[src/rtl/gf2m_pkg.sv]
// Shared GF(2^m) field definitions for the trinomial x^N + x^K + 1.
// Used by the serial multiplier and the upstream inverter.
package gf2m_pkg;

    localparam int GF_N    = 5;
    localparam int GF_K    = 2;
    localparam int GF_MAXW = 32;

    typedef enum logic [1:0] {
        IDLE = 2'd0,
        RUN  = 2'd1,
        DONE = 2'd2
    } state_t;

    // Multiply by x, then reduce the x^n term to x^k + 1.
    // Operands are carried zero-extended to GF_MAXW bits so that one function
    // serves every field size below that width.
    function automatic logic [GF_MAXW-1:0] xtime(
        input logic [GF_MAXW-1:0] p,
        input int                 n = GF_N,
        input int                 k = GF_K
    );
        logic [GF_MAXW-1:0] mask;
        logic [GF_MAXW-1:0] r;
        mask = (GF_MAXW'(1) << n) - GF_MAXW'(1);
        r    = (p << 1) & mask;
        if (((p >> (n - 1)) & GF_MAXW'(1)) != '0) begin
            r = r ^ GF_MAXW'(1) ^ (GF_MAXW'(1) << k);
        end
        return r;
    endfunction

endpackage

[src/rtl/gf2m_mul_serial_if.sv]
// Operand/result bundle between the field inverter and the serial multiplier.
interface gf2m_mul_serial_if
    import gf2m_pkg::*;
#(
    parameter int N = GF_N
);
    logic         IN_VALID;
    logic [N-1:0] A;
    logic [N-1:0] B;
    logic         IN_READY;
    logic [N-1:0] OUT;
    logic         OUT_VALID;
    logic         BUSY;

    modport master (
        output IN_VALID, A, B,
        input  IN_READY, OUT, OUT_VALID, BUSY
    );

    modport slave (
        input  IN_VALID, A, B,
        output IN_READY, OUT, OUT_VALID, BUSY
    );
endinterface

[src/rtl/gf2m_mac_step.sv]
// One MSB-first shift-and-add step: res = xtime(acc) ^ (bit_in ? a : 0).
// Purely combinational.
module gf2m_mac_step
    import gf2m_pkg::*;
#(
    parameter int N = GF_N,
    parameter int K = GF_K
) (
    input  logic [N-1:0] acc,
    input  logic [N-1:0] a,
    input  logic         bit_in,
    output logic [N-1:0] res
);
    assign res = N'(xtime(GF_MAXW'(acc), N, K)) ^ (bit_in ? a : '0);
endmodule

[src/rtl/gf2m_mul_serial.sv]
// Bit-serial GF(2^N) multiplier, OUT = A*B mod (x^N + x^K + 1); one op in flight.
// Latency N cycles (ceil(N/2) with GF_MUL_DIGIT2_EN); strobes while busy are dropped.
module gf2m_mul_serial
    import gf2m_pkg::*;
#(
    parameter int N = GF_N,
    parameter int K = GF_K
) (
    input  logic               CLK,
    input  logic               RST_N,
    gf2m_mul_serial_if.slave   bus
);
    if (K < 1 || K >= N) begin : g_bad_k
        $fatal(1, "gf2m_mul_serial: K must satisfy 0 < K < N");
    end
    if (N < 2 || N >= GF_MAXW) begin : g_bad_n
        $fatal(1, "gf2m_mul_serial: N out of supported range");
    end

`ifdef GF_MUL_DIGIT2_EN
    localparam int CW = $clog2(N + 1);
    // Odd N starts on the zero-padded virtual bit b[N].
    localparam logic [CW-1:0] CNT_START = CW'((N % 2 == 1) ? N : N - 1);
    localparam logic [CW-1:0] CNT_LAST  = CW'(1);
    localparam logic [CW-1:0] CNT_STEP  = CW'(2);
`else
    localparam int CW = $clog2(N);
    localparam logic [CW-1:0] CNT_START = CW'(N - 1);
    localparam logic [CW-1:0] CNT_LAST  = '0;
    localparam logic [CW-1:0] CNT_STEP  = CW'(1);
`endif

    state_t        state;
    logic [N-1:0]  acc;
    logic [N-1:0]  a_q;
    logic [N-1:0]  b_q;
    logic [CW-1:0] cnt;
    logic          in_valid_q;
    logic [N-1:0]  out_q;
    logic          out_valid_q;
    logic          in_ready_q;
    logic          busy_q;
    logic [N-1:0]  acc_nxt;

`ifdef GF_MUL_DIGIT2_EN
    logic [N:0]    b_pad;
    logic [N-1:0]  acc_mid;
    logic [CW-1:0] cnt_lo;

    assign b_pad  = {1'b0, b_q};
    assign cnt_lo = cnt - CW'(1);

    gf2m_mac_step #(.N(N), .K(K)) u_step_hi (
        .acc    (acc),
        .a      (a_q),
        .bit_in (b_pad[cnt]),
        .res    (acc_mid)
    );

    gf2m_mac_step #(.N(N), .K(K)) u_step_lo (
        .acc    (acc_mid),
        .a      (a_q),
        .bit_in (b_pad[cnt_lo]),
        .res    (acc_nxt)
    );
`else
    gf2m_mac_step #(.N(N), .K(K)) u_step (
        .acc    (acc),
        .a      (a_q),
        .bit_in (b_q[cnt]),
        .res    (acc_nxt)
    );
`endif

    always_ff @(posedge CLK) begin
        if (!RST_N) begin
            state       <= IDLE;
            acc         <= '0;
            a_q         <= '0;
            b_q         <= '0;
            cnt         <= '0;
            in_valid_q  <= 1'b0;
            out_q       <= '0;
            out_valid_q <= 1'b0;
            in_ready_q  <= 1'b1;
            busy_q      <= 1'b0;
        end else begin
            // Edge detect runs in every state so a held level never re-triggers.
            in_valid_q <= bus.IN_VALID;
            case (state)
                IDLE: begin
                    if (bus.IN_VALID && !in_valid_q) begin
                        a_q        <= bus.A;
                        b_q        <= bus.B;
                        acc        <= '0;
                        cnt        <= CNT_START;
                        state      <= RUN;
                        in_ready_q <= 1'b0;
                        busy_q     <= 1'b1;
                    end
                end
                RUN: begin
                    acc <= acc_nxt;
                    cnt <= cnt - CNT_STEP;
                    if (cnt == CNT_LAST) begin
                        out_q       <= acc_nxt;
                        out_valid_q <= 1'b1;
                        state       <= DONE;
                    end
                end
                DONE: begin
                    out_valid_q <= 1'b0;
                    in_ready_q  <= 1'b1;
                    busy_q      <= 1'b0;
                    state       <= IDLE;
                end
                default: begin
                    state <= IDLE;
                end
            endcase
        end
    end

    assign bus.OUT       = out_q;
    assign bus.OUT_VALID = out_valid_q;
    assign bus.IN_READY  = in_ready_q;
    assign bus.BUSY      = busy_q;
endmodule
[src/flat_wrapper.sv]
// flat-port wrapper written by rule: the top's interface ports become plain ports
module gf2m_mul_serial_flat import gf2m_pkg::*;
#(
    parameter int N = GF_N,
    parameter int K = GF_K
)
  (CLK, RST_N, bus_IN_VALID, bus_A, bus_B, bus_IN_READY, bus_OUT, bus_OUT_VALID, bus_BUSY);
  gf2m_mul_serial_if #(.N(N)) bus_i ();
  input  logic CLK;
  input  logic RST_N;
  input wire logic [$bits(bus_i.IN_VALID)-1:0] bus_IN_VALID;
  input wire logic [$bits(bus_i.A)-1:0] bus_A;
  input wire logic [$bits(bus_i.B)-1:0] bus_B;
  output wire logic [$bits(bus_i.IN_READY)-1:0] bus_IN_READY;
  output wire logic [$bits(bus_i.OUT)-1:0] bus_OUT;
  output wire logic [$bits(bus_i.OUT_VALID)-1:0] bus_OUT_VALID;
  output wire logic [$bits(bus_i.BUSY)-1:0] bus_BUSY;
  assign bus_i.IN_VALID = bus_IN_VALID;
  assign bus_i.A = bus_A;
  assign bus_i.B = bus_B;
  assign bus_IN_READY = bus_i.IN_READY;
  assign bus_OUT = bus_i.OUT;
  assign bus_OUT_VALID = bus_i.OUT_VALID;
  assign bus_BUSY = bus_i.BUSY;
  gf2m_mul_serial #(.N(N), .K(K)) u_core (.CLK(CLK), .RST_N(RST_N), .bus(bus_i));
endmodule
[config.mk]
export PLATFORM = sky130hd
export DESIGN_NAME = gf2m_mul_serial_flat
export DESIGN_NICKNAME = d
export VERILOG_FILES = /design/src/rtl/gf2m_pkg.sv /design/src/rtl/gf2m_mul_serial_if.sv /design/src/rtl/gf2m_mac_step.sv /design/src/rtl/gf2m_mul_serial.sv /design/src/flat_wrapper.sv
export SDC_FILE = /design/constraint.sdc
export NUM_CORES = 1
export LEC_CHECK = 0
export CAP_MARGIN = 30
export CORE_AREA = 2 2 72 47
export CTS_CLUSTER_SIZE = 8
export DETAILED_ROUTE_END_ITERATION = 6
export DIE_AREA = 0 0 74 49
export HOLD_SLACK_MARGIN = 0.02
export PLACE_DENSITY = 0.81
export SLEW_MARGIN = 20
export SYNTH_ARGS = -nofsm -noshare
export SYNTH_HDL_FRONTEND = slang
export SYNTH_SLANG_ARGS = --single-unit
[constraint.sdc]
create_clock -name CLK -period 2.6 [get_ports CLK]
set_clock_uncertainty 0.2 [all_clocks]
set_input_delay 0.52 -clock CLK [delete_from_list [all_inputs] [get_ports CLK]]
set_output_delay 0.52 -clock CLK [all_outputs]
set_load 0.1 [all_outputs]
-- Word-level counts from Yosys, hierarchy flattened
Cells that the tools add are included.
- register bits: 29
- input port bits: 13
- add/subtract/negate cells: 1
- eq/ne operators: 4
- magnitude comparators: 1
- bitwise gates (word level): 2
- mux-type cells: 17
- reduce and logical (&&, ||, !) cells: 13
- operators with widths (kind ; number):
    $reduce_and 2->1 ; 6
    $mux 5 ; 2
    $pmux 5 s2 ; 1
    $mux 3 ; 2
    $pmux 1 s2 ; 3
    $pmux 3 s2 ; 1
    $reduce_bool 2->1 ; 3
    $xor 5x5->5 ; 1
    $lt 3x4->1 const B ; 1
    $mux 1 ; 4
    $mux 2 ; 2
    $ne 2x1->1 const B ; 2
    $pmux 2 s2 ; 1
    $bmux 1 s3 ; 1
    $logic_not 3->1 ; 1
    $sub 3x1->3 const B ; 1
    $eq 2x1->1 const B ; 1
    $eq 2x2->1 const B ; 1
    $logic_not 2->1 ; 1
    $logic_and 1x1->1 ; 1
    $logic_not 1->1 ; 1
    $not 1->1 ; 1

-- Longest topological paths before layout
Gate-level depths: netlist of the first run.
- depth in word-level cells: 5
- gate-level depth with buffers: 8
- depth with buffers taken out: 6

-- Cells and area by module
From an unflattened synthesis of the first run, not the netlist that was laid out.
- cells, all modules: 140
- area, all modules: 1258.7 µm²
- modules (own cells, without submodules) (module ; cells an instance ; seq. area each (µm²) ; times used ; area an instance (µm²)):
    gf2m_mul_serial ; 129 ; 580.6 ; 1 ; 1187.4
    gf2m_mac_step ; 11 ; 0.0 ; 1 ; 71.3

-- Worst setup path after synthesis of the first run
OpenSTA, ideal clock, no wires.
- path kind: input to register
- from: input port RST_N
- to: register u_core.acc[3]
- stages: 5
- required time: 2.338 ns
- setup slack: 0.718 ns
- arrival time: 1.620 ns
- path buffers: 2
- setup time: 0.062 ns
- cell sequence: clkbuf_1 > nand3b_1 > clkbuf_1 > or4_1 > nand3_1
- RTL lines (item ; RTL line ; RTL):
    start, declared ; flat_wrapper.sv:10 ; input logic RST_N;
    end signal, assigned ; gf2m_mul_serial.sv:103 ; acc <= acc_nxt;
    end, declared ; gf2m_mul_serial.sv:34 ; logic [N-1:0] acc;

-- Final worst setup path of the first run
- from: register u_core.cnt[1]
- to: register u_core.out_q[4] (netlist: u_core.bus.OUT[4])
- cells in the longest elaborated chain, start to end: 4
- elaborated cells on any way between the ends: 6
- classes of those cells: mux (3); bitwise (1); reduce/logical (2)
- ends and longest elaborated chain (item ; RTL line ; RTL):
    start, declared ; gf2m_mul_serial.sv:37 ; logic [CW-1:0] cnt;
    start signal, assigned ; gf2m_mul_serial.sv:104 ; cnt <= cnt - CNT_STEP;
    $bmux 1 s3 ; gf2m_mul_serial.sv:70 ; .bit_in (b_q[cnt]),
    $mux 1 (not written as such) ; gf2m_mul_serial.sv:70 ;
    $mux 5 ; gf2m_mac_step.sv:14 ; assign res = N'(xtime(GF_MAXW'(acc), N, K)) ^ (bit_in ? a : '0);
    $xor 5x5->5 ; gf2m_mac_step.sv:14 ;
    end signal, assigned ; gf2m_mul_serial.sv:106 ; out_q <= acc_nxt;
    end, declared ; gf2m_mul_serial.sv:39 ; logic [N-1:0] out_q;
Several ways; a longest one is shown, not always the timed one. The select of a mux whose other input is x is not followed.
A chain may end at the register's enable or synchronous reset.

==> results.md, run 1 <==
* Yosys reg bits at 29
* Avg Cell Area, Syn at ~8.0 um^2
* Vias in the first global route at ~1,400
* Post-Syn Nets at between 200 and 250
* Max-Cap Viols at 0
* Final instance area at 1830 um^2
* Core area at approximately 3000 um^2
* Max H-tree Level at 2
* Period utilization at between 80 and 90%
* Starting Density at 50.1%
* Hold crit path type: flip-flop to flip-flop
* Tot Pwr at around 1.1 mW
* Antenna Nets Post-Route at 0
* Synth Cell Area at approximately 1500 um^2
* Slowest CP cell: a2111oi_0
* Worst hold slack at 0.259 ns
* Post-Route Setup TNS at 0 ns
* Die height at slightly below 50 um
* Total grt overflow at 0
* Wirelength per Cell at roughly 15 um
* Yosys warnings at 0
* # resized after CTS at 0
* Max Root-Sink Buffers at 2
* Worst Path Arrival at 2.07 ns
* Setup bufs post-CTS at 0
* Post-synthesis sequential area ratio at a little under two fifths
* N_diodes at 0
* Worst-path cell chain: inv_1 > ha_1 > nand4bb_1 > a2111oi_0 > nor3_1
* Fillers at 273
* Fin. Hold Viols at 0
* Post-DP HPWL at around 2800 um
* Slew headroom at 65.0%
* Worst VDD drop at 0.299 mV
* Width of the die at 74 um
* Root buf cell: clkbuf_8
* CTS sink count at 29
* Layout cells sized above 1 at between 10% and 20%
* Buf/Inv on CP at 1
* Row count at 16
* Die area at around 3600 um^2
* Max Fclk at around 0.47 GHz
* Critical path fanouts, max at 11
* First-pass iteration count of the detailed router at 4
* Antenna violations before repair at 0
* I/O Pins at 21
* Top Family by Delay on Critical Path: compound AO/OA/AOI/OAI gates
* Largest net degree at the start of global routing at 19
* P per Cell Area at between 600 and 700 nW/um^2
* Final WL at between 3000 and 4000 um
* Synth-to-Final Area Change at 20.9%
* Drt initial violations at 174
* Vias per cell at around 5.9
* # nets final at about 230
* RePlAce Congestion at 0.898
* Hold_buf cts at 0
* Slew Viols, Final at 0
* Final worst path period need at approximately 2.1 ns
* Worst-path clk slew at approximately 0.060 ns
* Worst setup EP type: flip-flop
* Later-pin clock latency in the skew report at about 0.28 ns
* CTS tree: done
* Syn Inst Count at 190
* Critical path launch point type: flip-flop
* FFs w/ async S/R, synth at 0%
* Post-Route Utilization at between 60 and 70%
* Total clock buffers created by CTS at 5
* RSZ-0062 raised after global routing: no
* EDFF count, synth at 0
* Vias at ~1,500
* Synth unique cells at 38
* Port Buffers at 20
* First-pass GRT wire length at between 6000 and 7000 um
* Crit path kind: flip-flop to flip-flop
* Transition time of the tightest slew-check pin at between 0.5 and 0.6 ns
* Cell Area, Placed at between 1500 and 2000 um^2
* Global Route Usage Sum at between 20% and 30%
* Worst Path Required at roughly 2.5 ns
* Remaining DRCs at 0
* Ys flop type: dfxtp_1
* Final setup viols at 0
* Static Leak at about 0.66 nW
* Status: complete, no violations
* Delay of the slowest critical-path stage at slightly above 0.6 ns
[logic make-up after synthesis]
logic type / Yosys count / synth area share, %
buffers and inverters: 22 / 6.20
XOR/XNOR: 2 / 1.16
adder cells (fa/ha/maj): 2 / 1.65
multiplexers: 2 / 1.32
flip-flops: 29 / 38.3
AO/OA/AOI/OAI: 45 / 20.7
AND/OR/NAND/NOR: 88 / 30.7
[stage by stage]
stage / setup slack [ns] / cells
2_1_floorplan: 0.718 / 190
3_3_place_gp: 0.353 / 249
3_5_place_dp: 0.299 / 249
4_1_cts: 0.460 / 257
5_1_grt: 0.308 / 257
6_report: 0.471 / 257
[routing by layer]
layer  vias up  share of wire [%]  global-route usage [%]  wire length (um)
met5         -                  0                       0                 0
met1       720                 47                    36.0              1870
met4         0               0.78                    6.36                31
li1        744                  -                       -                 -
met3         4                7.7                    9.09               307
met2        61                 44                    34.7              1770
[registers in the layout (all words and copies together), names as in the netlist]
name                  cells
u_core.in_valid_q         1
u_core.state              2
u_core.bus.OUT_VALID      1
u_core.bus.OUT            5
u_core.a_q                5
u_core.cnt                3
u_core.bus.BUSY           1
u_core.acc                5
u_core.b_q                5
u_core.bus.IN_READY       1
[placed cells by master (no fill, tap or decap), types with 3 or more instances in the layout]
cell / instances
nor2_1: 9
o211ai_1: 4
or3_1: 5
clkdlybuf4s50_1: 12
clkbuf_1: 3
o21a_1: 7
nor3_1: 13
dfxtp_1: 29
or4_1: 4
nand3_1: 11
buf_4: 17
nand2_1: 23
a2111oi_0: 4
inv_1: 6
nand2b_1: 7
a21oi_1: 15
o2111ai_1: 4
nor4_1: 4
nor3b_1: 4
clkbuf_8: 5
a311oi_1: 4
[final timing paths]
check,startpoint,end,slack (ns),depth (start not counted)
setup / recovery,u_core.cnt[1],u_core.bus.OUT[4],0.47,5
hold / removal,u_core.bus.BUSY,u_core.bus.BUSY,0.26,2
setup reg to reg,u_core.cnt[1],u_core.bus.OUT[4],0.47,5
hold reg to reg,u_core.bus.BUSY,u_core.bus.BUSY,0.26,2
[synthesized netlist by cell type (5+ instances only)]
| library cell | n | area, um^2 |
|---|---|---|
| nand2b_1 | 7 | 43.8 |
| o21a_1 | 7 | 52.6 |
| nand2_1 | 23 | 86.3 |
| nor2_1 | 9 | 33.8 |
| or3_1 | 5 | 31.3 |
| dfxtp_1 | 29 | 581 |
| nand3_1 | 11 | 55.1 |
| clkbuf_1 | 11 | 41.3 |
| nor3_1 | 13 | 65.1 |
| a21oi_1 | 15 | 75.1 |
| inv_1 | 6 | 22.5 |
[worst reg2reg max path, stage by stage, from the launching register on]
cell	delay, ns
dfxtp_1	0.36
inv_1	0.10
ha_1	0.18
nand4bb_1	0.41
a2111oi_0	0.62
nor3_1	0.13
[cell type report]
class	instances	area, um^2	area share [%]
multi-input combinational	139	840	45.9
timing repair buffer	29	248	13.5
clock buffer	8	80.1	4.37
sequential	29	581	31.7
inverter	7	26.3	1.44
tap	45	56.3	3.08
[report_power, final]
group	internal, mW	switching [mW]	leakage [nW]
registers	0.474	0.0284	0.237
clock network	0.190	0.160	0.0395
logic	0.0887	0.179	0.382
Power figures use the tool's default switching activity.
==> run 2: changes to the inputs <==
==> constraint.sdc (replaced) <==
create_clock -name CLK -period 2.2 [get_ports CLK]
set_clock_uncertainty 0.2 [all_clocks]
set_input_delay 0.44 -clock CLK [delete_from_list [all_inputs] [get_ports CLK]]
set_output_delay 0.44 -clock CLK [all_outputs]
set_load 0.1 [all_outputs]
==> run 2 against run 1 <==
Global-route usage up 1.9 points. Wire length up 7.1%. Worst setup slack worse by 0.28 ns. Largest power group unchanged. Critical endpoint is now u_core.bus.OUT[2].
==> results.md, run 2 (synthesis gave the netlist of run 1 again) <==
* Critical path fanouts, max at 13 (+2)
* Clock power share at 34.8% (+3.6 points)
* Vias at 1,574 (+2.9%)
* Later-pin clock latency in the skew report at 0.29 ns (about the same)
* Synth-to-Final Area Change at 23.3%
* Cell Area, Placed at 1770 um^2 (+0.86%)
* Remaining DRCs at 0 (unchanged)
* Largest net degree at the start of global routing at 19 (unchanged)
* # nets final at 228 (+0.88%)
* Max Fclk at 0.497 GHz (+5.8%)
* Status: complete, no violations
* Setup bufs post-CTS at 0 (unchanged)
* Antenna Nets Post-Route at 0 (unchanged)
* Transition time of the tightest slew-check pin at 0.498 ns (-0.0139 ns)
* Vias per cell at 6.08 (+2.1%)
* Max Root-Sink Buffers at 2 (unchanged)
* Slowest CP cell: dfxtp_1
* Slew Viols, Final at 0 (unchanged)
* CTS tree: done
* Final WL at 4260 um (+7.1%)
* Worst-path cell chain: mux2i_1 > o21a_1 > o21ai_0 > a311o_1
* Critical path launch point type: flip-flop
* Delay of the slowest critical-path stage at 0.45 ns (-0.17 ns)
* P_sw at 0.460 mW (+25%)
* Antenna violations before repair at 0 (unchanged)
* Total grt overflow at 0 (unchanged)
* Int Pwr at 0.949 mW (+26%)
* Fin. Hold Viols at 0 (unchanged)
* Tot Pwr at 1.41 mW (+26%)
* Hold crit path type: flip-flop to flip-flop
* Most common cell after layout, fill and taps aside: dfxtp_1
* Final worst path period need at 2.01 ns (-0.117 ns)
* CTS sink count at 29 (unchanged)
* Root buf cell: clkbuf_8
* Row count at 16 (unchanged)
* Die height at 49 um (unchanged)
* Max-Cap Viols at 0 (unchanged)
* Crit path kind: flip-flop to flip-flop
* Worst setup EP type: flip-flop
* Layout cells sized above 1 at 13.1% (+2.2 points)
* Post-Route Setup TNS at 0 ns (unchanged)
* Max H-tree Level at 2 (unchanged)
* Post-DP HPWL at 2990 um (+5.7%)
* Worst-path clk slew at 0.06 ns (about the same)
* Post-Route Utilization at 61.8% (+1.2 points)
* Starting Density at 50.1% (unchanged)
* Vias in the first global route at 1,500 (+6.8%)
* Slew headroom at 66.0% (+0.95 points)
* I/O Pins at 21 (unchanged)
* First-pass GRT wire length at 7220 um (+5.8%)
* Drt initial violations at 139 (-20%)
* Worst hold slack at 0.259 ns (+0.000342 ns)
* Worst Path Required at 2.17 ns (-0.37 ns)
* Buf/Inv on CP at 0 (-1)
* Combinational power share at 22.9% (-1.0 points)
* N_diodes at 0 (unchanged)
* Multi-input gate area at 840 um^2 (unchanged)
* Fillers at 255 (-6.6%)
* Total clock buffers created by CTS at 5 (unchanged)
* Final setup viols at 0 (unchanged)
* Worst VDD drop at 0.412 mV (+38%)
* RePlAce Congestion at 0.956 (+6.4%)
* Most frequent cells in the layout: 29 x dfxtp_1, 23 x nand2_1, 19 x buf_4
* Power share of the sequential group at 42.3% (-2.5 points)
* Port Buffers at 20 (unchanged)
* Core area at 3020 um^2 (unchanged)
* # resized after CTS at 0 (unchanged)
* Global Route Usage Sum at 26.7% (+1.9 points)
* Die area at 3630 um^2 (unchanged)
* P per Cell Area at 755 nW/um^2 (+23%)
* Sequential cell area at 581 um^2 (unchanged)
* First-pass iteration count of the detailed router at 4 (unchanged)
* Hold_buf cts at 0 (unchanged)
* RSZ-0062 raised after global routing: no
* Period utilization at 91.5% (+9.6 points)
* Worst Path Arrival at 1.98 ns (-0.09 ns)
* Static Leak at 0.681 nW (+3.4%)
* Sw frac at 32.6% (-0.21 points)
* Width of the die at 74 um (unchanged)
* Final instance area at 1870 um^2 (+2.0%)
* Wirelength per Cell at 16.4 um (+6.2%)
* Top Family by Delay on Critical Path: compound AO/OA/AOI/OAI gates
[run 2: worst paths after layout]
path / from / to / slack, ns / cells after the start
setup / recovery: u_core.cnt[1] / u_core.bus.OUT[2] / 0.19 / 4
hold / removal: u_core.b_q[1] / u_core.b_q[1] / 0.26 / 2
setup reg to reg: u_core.cnt[1] / u_core.bus.OUT[2] / 0.19 / 4
hold reg to reg: u_core.b_q[1] / u_core.b_q[1] / 0.26 / 2
[run 2: per-stage QoR]
stage | setup WS, ns | instances
floorplan | 0.335 | 190
global placement | 0.0886 | 251
detailed placement | -0.0324 | 251
CTS | 0.222 | 259
global route | 0.0183 | 259
finish | 0.187 | 259
[run 2: cell type report]
cell class	instances	area share [%]
Multi-Input combinational cell	139	45.0
Sequential cell	29	31.1
Timing Repair Buffer	31	14.1
Clock buffer	7	5.16
Tap cell	45	3.02
Inverter	7	1.41
Clock inverter	1	0.268
[run 2: metal layers]
metal	up-vias	GRT usage, %	wire [um]
li1	738	-	-
met1	728	37.1	1900
met2	93	37.5	1880
met3	15	6.82	394
met4	0	14.5	85
met5	-	0	0
[run 2: power by group through the flow]
stage               clock network, mW  logic (mW)  registers, mW
global route                    0.522       0.349          0.600
detailed placement                  0       0.318          0.606
global placement                    0       0.309          0.603
CTS                             0.502       0.320          0.595
finish                          0.490       0.322          0.597
floorplan                           0       0.147          0.680
[run 2: worst register-to-register path, stage by stage (launching register included)]
cell and delay, ns:
dfxtp_1 0.45, mux2i_1 0.32, o21a_1 0.44, o21ai_0 0.16
a311o_1 0.33
==> run 3: changes to the inputs <==
--- a/config.mk
+++ b/config.mk
@@ -6,13 +6,14 @@
 export NUM_CORES = 1
 export LEC_CHECK = 0
 export CAP_MARGIN = 30
-export CORE_AREA = 2 2 72 47
+export CORE_AREA = 2 2 68 44
 export CTS_CLUSTER_SIZE = 8
 export DETAILED_ROUTE_END_ITERATION = 6
-export DIE_AREA = 0 0 74 49
+export DIE_AREA = 0 0 70 46
 export HOLD_SLACK_MARGIN = 0.02
-export PLACE_DENSITY = 0.81
+export PLACE_DENSITY = 0.79
 export SLEW_MARGIN = 20
 export SYNTH_ARGS = -nofsm -noshare
 export SYNTH_HDL_FRONTEND = slang
+export SYNTH_HIERARCHICAL = 1
 export SYNTH_SLANG_ARGS = --single-unit
==> constraint.sdc (replaced) <==
create_clock -name CLK -period 2.15 [get_ports CLK]
set_clock_uncertainty 0.2 [all_clocks]
set_input_delay 0.43 -clock CLK [delete_from_list [all_inputs] [get_ports CLK]]
set_output_delay 0.43 -clock CLK [all_outputs]
set_load 0.1 [all_outputs]
==> run 3 against run 2 <==
Design area fell by 16%. Wire length fell by 43%. Critical path depth rose by 4. Utilization fell by 3.0 points.
==> results.md, run 3 <==
* Die area at 3220 um^2 (-11%)
* Wirelength per Cell at 12.0 um (-27%)
* Remaining DRCs at 0 (unchanged)
* Yosys top cell area share at 46.1% (+7.8 points)
* Status: complete, no violations
* RSZ-0062 raised after global routing: no
* Starting Density at 47.2% (-2.9 points)
* Critical path fanouts, max at 5 (-8)
* Vias at 1,002 (-36%)
* Most common cell after layout, fill and taps aside: nand2_1
* Final WL at 2410 um (-43%)
* Vias per cell at 5.01 (-18%)
* Synth unique cells at 29 (-24%)
* Antenna Nets Post-Route at 0 (unchanged)
* Sw frac at 28.0% (-4.7 points)
* Clock power share at 34.4% (-0.4 points)
* Ys flop type: dfxtp_1
* Slowest CP cell: dfxtp_1
* Post-Route Setup TNS at 0 ns (unchanged)
* Root buf cell: clkbuf_8
* Worst-path clk slew at 0.06 ns (about the same)
* Synth Cell Area at 1260 um^2 (-17%)
* Yosys reg bits at 29 (unchanged)
* Post-DP HPWL at 1650 um (-45%)
* Max-Cap Viols at 0 (unchanged)
* Count leader, synth: nand2_1
* Hold_sp: u_core/b_q[1]
* Power share of the sequential group at 47.9% (+5.6 points)
* FFs w/ async S/R, synth at 0% (unchanged)
* Final worst path period need at 1.84 ns (-0.168 ns)
* First-pass GRT wire length at 4000 um (-45%)
* Final setup viols at 0 (unchanged)
* Post-synthesis sequential area ratio at 46.1% (+7.8 points)
* Antenna violations before repair at 0 (unchanged)
* RePlAce Congestion at 0.787 (-18%)
* Period utilization at 85.8% (-5.7 points)
* EDFF count, synth at 0 (unchanged)
* CP most frequent cell: nand2_1
* Drt initial violations at 49 (-65%)
* Most frequent cells in the layout: 32 x nand2_1, 29 x dfxtp_1, 14 x buf_4
* Hold crit path type: flip-flop to flip-flop
* Layout cells sized above 1 at 12.7% (-0.43 points)
* P per Cell Area at 787 nW/um^2 (+4.3%)
* Total clock buffers created by CTS at 5 (unchanged)
* Avg Cell Area, Syn at 8.99 um^2 (+13%)
* P_sw at 0.345 mW (-25%)
* Combinational power share at 17.7% (-5.2 points)
* Yosys warnings at 6 (+6)
* Top post-synthesis cells by count: 32 x nand2_1, 29 x dfxtp_1, 9 x a21boi_0, 9 x nor2b_1, 8 x a21boi_1
* First-pass iteration count of the detailed router at 4 (unchanged)
* Slew headroom at 79.2% (+13 points)
* Core area at 2670 um^2 (-12%)
* Dpl cells at 192 (-24%)
* Vias in the first global route at 930 (-38%)
* Setup bufs post-CTS at 0 (unchanged)
* Synth-to-Final Area Change at 24.4%
* N_diodes at 0 (unchanged)
* Port Buffers at 20 (unchanged)
* Cell Area, Placed at 1490 um^2 (-16%)
* Static Leak at 0.593 nW (-13%)
* # resized after CTS at 0 (unchanged)
* Syn Inst Count at 140 (-26%)
* CP startpoint: u_core/cnt[1]
* Critical R2R Launch: u_core/cnt[1]
* Transition time of the tightest slew-check pin at 0.312 ns (-0.186 ns)
* Global Route Usage Sum at 16.5% (-10 points)
* Worst-path cell chain: mux2i_1 > or3_1 > o31ai_1 > buf_4 > nand2_1 > xnor2_1 > nand2_1 > a21boi_0
* Crit path kind: flip-flop to flip-flop
* Critical path launch point type: flip-flop
* Largest net degree at the start of global routing at 30 (+11)
* Worst VDD drop at 0.430 mV (+4.4%)
* I/O Pins at 21 (unchanged)
* Final instance area at 1570 um^2 (-16%)
* Delay of the slowest critical-path stage at 0.39 ns (-0.06 ns)
* Area contributors post-synth: dfxtp_1 46%, nand2_1 9.5%, a21boi_0 5.4%
* CTS sink count at 29 (unchanged)
* Width of the die at 70 um (-5.4%)
* Int Pwr at 0.887 mW (-6.5%)
* Worst Path Required at 2.15 ns (-0.02 ns)
* Total grt overflow at 0 (unchanged)
* Cell taking the most area after synthesis: dfxtp_1
* Non-filler cells, final at 200 (-23%)
* Post-Syn Nets at 155 (-24%)
* Max H-tree Level at 2 (unchanged)
* Worst setup EP type: flip-flop
* Later-pin clock latency in the skew report at 0.28 ns (about the same)
* Max Root-Sink Buffers at 2 (unchanged)
* Die height at 46 um (-6.1%)
* Max Fclk at 0.542 GHz (+9.1%)
* Fin. Hold Viols at 0 (unchanged)
* Hold_buf cts at 0 (unchanged)
* Row count at 15 (-1)
* CTS tree: done
* Slew Viols, Final at 0 (unchanged)
* Worst Path Arrival at 1.84 ns (-0.14 ns)
* # nets final at 180 (-21%)
[run 3: cell types whose count changed in the layout (fill, tap and decap cells not counted), moves of 7 or more]
cell      previous run  this run
a21boi_0             0         9
a21boi_1             0         8
a21oi_1             15         2
nand2_1             23        32
nor2_1               9         2
nor2b_1              0         9
nor3_1              13         1
[run 3: final timing paths]
path | end | slack [ns] | depth (start not counted)
worst min register to register | u_core/b_q[1] | 0.26 | 2
worst min-delay path | u_core/b_q[1] | 0.26 | 2
worst max-delay path | u_core/acc[1] | 0.31 | 8
worst max register to register | u_core/acc[1] | 0.31 | 8
[run 3: area by class of cell]
cell class                 instances  area, um^2
sequential                        29         581
multi-input combinational        100         626
timing repair buffer              26         225
clock buffer                       8        80.1
fill                             242        1100
inverter                           3        11.3
tap                               34        42.5
[run 3: stage by stage]
step	power (mW)	utilization, %	hold slack [ns]	worst slack (ns)
floorplan	0.751	-	0.230	0.483
global placement	0.813	55.7	0.246	0.0890
detailed placement	0.820	55.7	0.247	0.0588
CTS	1.25	58.7	0.256	0.287
global route	1.29	58.7	0.280	0.135
finish	1.23	58.7	0.256	0.305
[run 3: cell families (layout without fill, tap and decap cells)]
family,Yosys count,count (layout),share of synthesized area (%)
xor gates and xnor gates,6,6,4.17
AOI/OAI and AO/OA,26,26,15.2
buffers and inverters,11,37,4.17
adders and majority gates,2,2,1.99
DFF,29,29,46.1
and+or+nand+nor,60,60,23.6
muxes,6,6,4.77
[run 3: worst max-delay path: cells and delay by family (launching register included)]
kind	cells	cell delay [ns]
AND/OR/NAND/NOR	3	0.45
flip-flops	1	0.39
AO/OA/AOI/OAI	2	0.25
XOR/XNOR	1	0.21
buffers and inverters	1	0.17
multiplexers	1	0.09
[run 3: metal layers]
layer | routed length, um | track usage (%) | up-vias
met2 | 1060 | 26.3 | 15
li1 | - | - | 516
met4 | 33 | 8.08 | 0
met5 | 0 | 0 | -
met1 | 1210 | 20.5 | 466
met3 | 104 | 5.53 | 5
[run 3: power groups by stage]
stage                     combinational [mW]  clock [mW]  sequential (mW)
after global routing                   0.239       0.457            0.593
after global placement                 0.214           0            0.599
after floorplan                        0.110           0            0.641
after detailed placement               0.219           0            0.601
after CTS                              0.220       0.435            0.589
final                                  0.219       0.424            0.590
